==> config.mk <==
export PLATFORM = sky130hd
export DESIGN_NAME = udp_tx_packer_flat
export DESIGN_NICKNAME = d
export VERILOG_FILES = /design/src/rtl/udp_tx_packer_if.sv /design/src/rtl/udp_tx_packer.sv /design/src/flat_wrapper.sv
export SDC_FILE = /design/constraint.sdc
export NUM_CORES = 1
export LEC_CHECK = 0
export ABC_AREA = 0
export CORE_UTILIZATION = 30
export CTS_BUF_LIST = sky130_fd_sc_hd__clkbuf_16
export DETAILED_ROUTE_END_ITERATION = 16
export GPL_TIMING_DRIVEN = 0
export PLACE_DENSITY_LB_ADDON = 0.25
export SLEW_MARGIN = 20
export SYNTH_ARGS = -nofsm -noshare
export SYNTH_HDL_FRONTEND = slang
export SYNTH_SLANG_ARGS = --single-unit
==> constraint.sdc <==
create_clock -name clk -period 3.9 [get_ports clk]
set_clock_uncertainty 0.15 [all_clocks]
set_input_delay 0.78 -clock clk [delete_from_list [all_inputs] [get_ports clk]]
set_output_delay 0.78 -clock clk [all_outputs]
set_load 0.1 [all_outputs]
==> src/rtl/udp_tx_packer_if.sv <==
// Byte-stream input, TX payload RAM write port and frame request/done handshake of udp_tx_packer.
interface udp_tx_packer_if #(
  parameter int ADDR_W = 9
);
  logic [7:0]        in_data;
  logic              in_valid;
  logic              in_last;
  logic              in_ready;
  logic              ram_wr_en;
  logic [ADDR_W-1:0] ram_wr_addr;
  logic [31:0]       ram_wr_data;
  logic [15:0]       tx_data_length;
  logic [15:0]       tx_total_length;
  logic              tx_req;
  logic              tx_done;
  logic              overflow;

  modport slave (
    input  in_data, in_valid, in_last, tx_done,
    output in_ready, ram_wr_en, ram_wr_addr, ram_wr_data,
           tx_data_length, tx_total_length, tx_req, overflow
  );

  modport master (
    output in_data, in_valid, in_last, tx_done,
    input  in_ready, ram_wr_en, ram_wr_addr, ram_wr_data,
           tx_data_length, tx_total_length, tx_req, overflow
  );
endinterface

==> src/rtl/udp_tx_packer.sv <==
// Packs a byte stream big-endian into 32-bit TX RAM words, computes UDP/IP lengths and
// holds tx_req (blocking input) until the sender pulses tx_done.
module udp_tx_packer #(
  parameter int MAX_BYTES = 1472,
  parameter int ADDR_W    = 9,
  parameter int UDP_HDR   = 8,
  parameter int IP_HDR    = 20
) (
  input  logic           clk,
  input  logic           rst,
  udp_tx_packer_if.slave bus
);
  localparam logic [10:0] MAX_CNT = 11'(MAX_BYTES);
  localparam logic [15:0] UDP_ADD = 16'(UDP_HDR);
  localparam logic [15:0] TOT_ADD = 16'(UDP_HDR + IP_HDR);

  typedef enum logic {COLLECT = 1'b0, HOLD = 1'b1} state_t;
  state_t state, state_nxt;

  logic [10:0]       cnt, cnt_nxt;
  logic [ADDR_W-1:0] addr;
  logic [31:0]       shreg, word_nxt;
  logic              accept, store, wr;

  logic              wr_en_q, ovf_q;
  logic [ADDR_W-1:0] wr_addr_q;
  logic [31:0]       wr_data_q;
  logic [15:0]       dlen_q, tlen_q;

  assign accept = bus.in_valid && (state == COLLECT) && !rst;

  always_ff @(posedge clk or posedge rst) begin
    if (rst) state <= COLLECT;
    else     state <= state_nxt;
  end

  always_comb begin
    state_nxt    = state;
    bus.in_ready = 1'b0;
    bus.tx_req   = 1'b0;
    case (state)
      COLLECT: begin
        bus.in_ready = !rst;
        if (accept && bus.in_last) state_nxt = HOLD;
      end
      HOLD: begin
        bus.tx_req = 1'b1;
        if (bus.tx_done) state_nxt = COLLECT;
      end
      default: state_nxt = COLLECT;
    endcase
  end

  always_comb begin
    store    = accept && (cnt < MAX_CNT);
    cnt_nxt  = store ? cnt + 11'd1 : cnt;
    word_nxt = shreg;
    if (store) begin
      case (cnt[1:0])
        2'd0: word_nxt[31:24] = bus.in_data;
        2'd1: word_nxt[23:16] = bus.in_data;
        2'd2: word_nxt[15:8]  = bus.in_data;
        2'd3: word_nxt[7:0]   = bus.in_data;
      endcase
    end
    // A last byte flushes any pending partial word, even when that byte itself was dropped.
    wr = (store && cnt[1:0] == 2'd3) ||
         (accept && bus.in_last && (store || cnt[1:0] != 2'd0));
  end

  always_ff @(posedge clk or posedge rst) begin
    if (rst) begin
      cnt       <= '0;
      addr      <= '0;
      shreg     <= '0;
      wr_en_q   <= 1'b0;
      wr_addr_q <= '0;
      wr_data_q <= '0;
      dlen_q    <= '0;
      tlen_q    <= '0;
      ovf_q     <= 1'b0;
    end else begin
      wr_en_q <= wr;
      if (wr) begin
        wr_addr_q <= addr;
        wr_data_q <= word_nxt;
        addr      <= addr + ADDR_W'(1);
        shreg     <= '0;
      end else begin
        shreg <= word_nxt;
      end
      cnt <= cnt_nxt;
      if (accept && !store) ovf_q <= 1'b1;
      if (accept && bus.in_last) begin
        dlen_q <= {5'd0, cnt_nxt} + UDP_ADD;
        tlen_q <= {5'd0, cnt_nxt} + TOT_ADD;
      end
      if (state == HOLD && bus.tx_done) begin
        cnt   <= '0;
        addr  <= '0;
        ovf_q <= 1'b0;
      end
    end
  end

  assign bus.ram_wr_en       = wr_en_q;
  assign bus.ram_wr_addr     = wr_addr_q;
  assign bus.ram_wr_data     = wr_data_q;
  assign bus.tx_data_length  = dlen_q;
  assign bus.tx_total_length = tlen_q;
  assign bus.overflow        = ovf_q;
endmodule

==> src/flat_wrapper.sv <==
// flat-port wrapper written by rule: the top's interface ports become plain ports
module udp_tx_packer_flat 
#(
  parameter int MAX_BYTES = 1472,
  parameter int ADDR_W    = 9,
  parameter int UDP_HDR   = 8,
  parameter int IP_HDR    = 20
)
  (clk, rst, bus_in_data, bus_in_valid, bus_in_last, bus_tx_done, bus_in_ready, bus_ram_wr_en, bus_ram_wr_addr, bus_ram_wr_data, bus_tx_data_length, bus_tx_total_length, bus_tx_req, bus_overflow);
  udp_tx_packer_if #(.ADDR_W(ADDR_W)) bus_i ();
  input  logic clk;
  input  logic rst;
  input wire logic [$bits(bus_i.in_data)-1:0] bus_in_data;
  input wire logic [$bits(bus_i.in_valid)-1:0] bus_in_valid;
  input wire logic [$bits(bus_i.in_last)-1:0] bus_in_last;
  input wire logic [$bits(bus_i.tx_done)-1:0] bus_tx_done;
  output wire logic [$bits(bus_i.in_ready)-1:0] bus_in_ready;
  output wire logic [$bits(bus_i.ram_wr_en)-1:0] bus_ram_wr_en;
  output wire logic [$bits(bus_i.ram_wr_addr)-1:0] bus_ram_wr_addr;
  output wire logic [$bits(bus_i.ram_wr_data)-1:0] bus_ram_wr_data;
  output wire logic [$bits(bus_i.tx_data_length)-1:0] bus_tx_data_length;
  output wire logic [$bits(bus_i.tx_total_length)-1:0] bus_tx_total_length;
  output wire logic [$bits(bus_i.tx_req)-1:0] bus_tx_req;
  output wire logic [$bits(bus_i.overflow)-1:0] bus_overflow;
  assign bus_i.in_data = bus_in_data;
  assign bus_i.in_valid = bus_in_valid;
  assign bus_i.in_last = bus_in_last;
  assign bus_i.tx_done = bus_tx_done;
  assign bus_in_ready = bus_i.in_ready;
  assign bus_ram_wr_en = bus_i.ram_wr_en;
  assign bus_ram_wr_addr = bus_i.ram_wr_addr;
  assign bus_ram_wr_data = bus_i.ram_wr_data;
  assign bus_tx_data_length = bus_i.tx_data_length;
  assign bus_tx_total_length = bus_i.tx_total_length;
  assign bus_tx_req = bus_i.tx_req;
  assign bus_overflow = bus_i.overflow;
  udp_tx_packer #(.MAX_BYTES(MAX_BYTES), .ADDR_W(ADDR_W), .UDP_HDR(UDP_HDR), .IP_HDR(IP_HDR)) u_core (.clk(clk), .rst(rst), .bus(bus_i));
endmodule
==> impl_results.md <==
- Synth top area cells: dfrtp_1 55%, nand2_1 6.4%, mux2i_1 6.1%, o21ai_0 4.3%, nor2_1 4.2%
- Startpoint Class: primary input
- Static leakage: ~3.3 nW
- Antenna-violating nets left: 0
- Via count: ~4200
- Port buffer count: 81
- Count leader, synth: dfrtp_1
- Via/cell ratio: 4.78
- NumNets Final: 656
- Placed inst area: 6610 um2
- CP required: 2.97 ns
- Post-route setup TNS: 0 ns
- Crit share post-route: 0.919
- Critical Path AT: 2.65 ns
- Max Clk Rate: 279 MHz
- Reg2Reg Depth: 9
- Unique masters post-synth: 63
- Yosys Warn Count: 0
- Asr flop ratio synth: 1.00
- Most used flip-flop cell after synthesis: dfrtp_1
- Iteration-0 DRC Markers: 155
- Area Growth Syn to Fin: 32.6%
- Number of synthesized flops with an enable pin: 0
- Synth cell count leaders: 118 x dfrtp_1, 92 x nand2_1, 60 x nor2_1
- Largest net degree at the start of global routing: 34
- Area leader, netlist: dfrtp_1
- Layout cells sized above 1: 0.110
- Mapped cell area: around 5400 um2
- Cts repair resizes: 0
- Root Buffer: clkbuf_16
- Count of final hold-check violations: 0
- Critical path class: primary input to output port
- # IOs: 90
- Drt total wl: 13600 um
- GR Overflow Total: 0
- Clk sink count: about 120
- Worst relative slew slack: 0.337
- H-tree levels: 4
- Worst Hold Depth: 2
- Clock buffer depth: 2
- # diodes: 0
- Latest clock arrival within the worst-skew pair: 0.41 ns
- CTS buffer count: 17
- RSZ-0062 raised after global routing: false
- GPL Wtd Cong: between 0.8 and 0.9
- Synth Instances: approximately 530
- Final hold slack: roughly 0.33 ns
- Hpwl dp: between 9000 and 10000 um
- First-pass DRT Iterations: 4
- Initial antenna violation count: 0
- Register bit total from synthesis: ~120
- First-pass GRT wire length: approximately 22000 um
- Syn Area/Cell: 10.3 um2
- Post CTS Setup Buffer Count: 0
- Full die area: roughly 19000 um2
- CTS tree: built
- Starting Density: 0.309
- Status: finished clean
- Post-CTS Hold Fix Bufs: 0
- Hold Path Class: flip-flop to flip-flop
- Minimum clock period: about 3.6 ns
- Clock slew at reported path FFs: about 0.05 ns
- Crit. End Element: output port
- Overall power: 5.76 mW
- Max Slew Vio Count: 0
- Register area share after synthesis: 0.548
- Max_cap viols: 0
- Final Cell Area: between 7000 and 8000 um2
- Synth top area share: 0.548
- DIE HEIGHT: ~140 um
- Routed wire per std cell: 15.6 um
- Total core area: 17400 um2
- Pwr Density: 807 nW/um2
- Vias in the first global route: around 4200
- GRT Util Overall: 0.160
- Row count: 48
- Critical path fanouts, max: 5
- Number of fill cells: ~1700
- Final setup viols: 0
- Max VDD drop: ~640 uV
- Worst Max-Slew Pin Slew: ~0.99 ns
- Die X: 136 um
- Drt drc: 0
[layer usage]
layer	up-vias	wire (um)	GRT usage
met3	11	514	0.0391
met2	94	6410	0.252
met5	-	0	0
met4	0	153	0.0630
li1	1994	-	-
met1	2077	6500	0.211
[cell type report]
class,count,area (um2),area share
clock inverter,14,113,0.0158
inverter,9,40.0,0.00560
sequential,118,2950,0.413
timing repair buffer,85,906,0.127
tap,225,282,0.0394
clock buffer,17,425,0.0595
buffer,36,216,0.0303
multi-input combinational,369,2210,0.309
[flip-flops by register name, summed over array words and instances (netlist names), 9 cells and up]
name and flops:
u_core.cnt 11, u_core.shreg 32, u_core.bus.tx_data_length 12, u_core.bus.ram_wr_addr 9, u_core.addr 9, u_core.bus.ram_wr_data 32
u_core.bus.tx_total_length 10
[critical path, cell delays in order]
cell	delay (ns)
clkdlybuf4s50_1	0.53
nor2_1	0.18
clkdlybuf4s50_1	1.16
[through the flow]
step | instances | setup WS (ns) | util
after floorplan | 532 | 0.217 | -
after CTS | 873 | 0.298 | 0.410
final | 873 | 0.317 | 0.410
after global placement | 838 | 0.263 | 0.374
after detailed placement | 842 | 0.206 | 0.379
after global routing | 873 | 0.257 | 0.410
[cells by family after synthesis]
kind of cell               count (synthesis)  synth area share
adders and majority gates                  7            0.0162
and+or+nand+nor                          203             0.166
DFF                                      118             0.548
AOI/OAI and AO/OA                         97             0.124
xor gates and xnor gates                  21            0.0376
muxes                                     33            0.0613
buffers and inverters                     45            0.0469
other                                      1          0.000696
[cells in the final DEF (no fill, tap or decap), drive strengths merged, types with 3 or more instances in the layout]
| cell type | n |
|---|---|
| nand2 | 94 |
| and2 | 9 |
| clkinvlp | 5 |
| o21ai | 48 |
| nand3 | 8 |
| xor2 | 6 |
| a21oi | 13 |
| ha | 7 |
| xnor2 | 15 |
| conb | 8 |
| a211oi | 6 |
| buf | 25 |
| mux2i | 33 |
| clkinv | 9 |
| nand4 | 7 |
| o31ai | 5 |
| inv | 8 |
| clkbuf | 32 |
| nor4 | 3 |
| dfrtp | 118 |
| clkdlybuf4s50 | 81 |
| nor2 | 60 |
| nor3 | 8 |
[path summary, 6_finish.rpt]
path                                         startpoint                           end  slack (ns)
max                                                 rst                  bus_in_ready        0.32
min                        u_core.bus.tx_data_length[7]  u_core.bus.tx_data_length[7]        0.33
max reg2reg                               u_core.cnt[0]  u_core.bus.tx_data_length[9]        1.04
min reg2reg                u_core.bus.tx_data_length[7]  u_core.bus.tx_data_length[7]        0.33
max in group asynchronous                           rst     u_core.bus.ram_wr_data[8]        2.22
min in group asynchronous                           rst     u_core.bus.ram_wr_addr[2]        0.70
[power breakdown]
| part | switching, mW | total (mW) | internal, mW |
|---|---|---|---|
| registers | 0.191 | 1.75 | 1.56 |
| logic | 2.00 | 2.59 | 0.588 |
| clock network | 0.563 | 1.42 | 0.862 |
| total | 2.76 | 5.76 | 3.01 |
No activity file was read; power rests on OpenSTA's default activity.
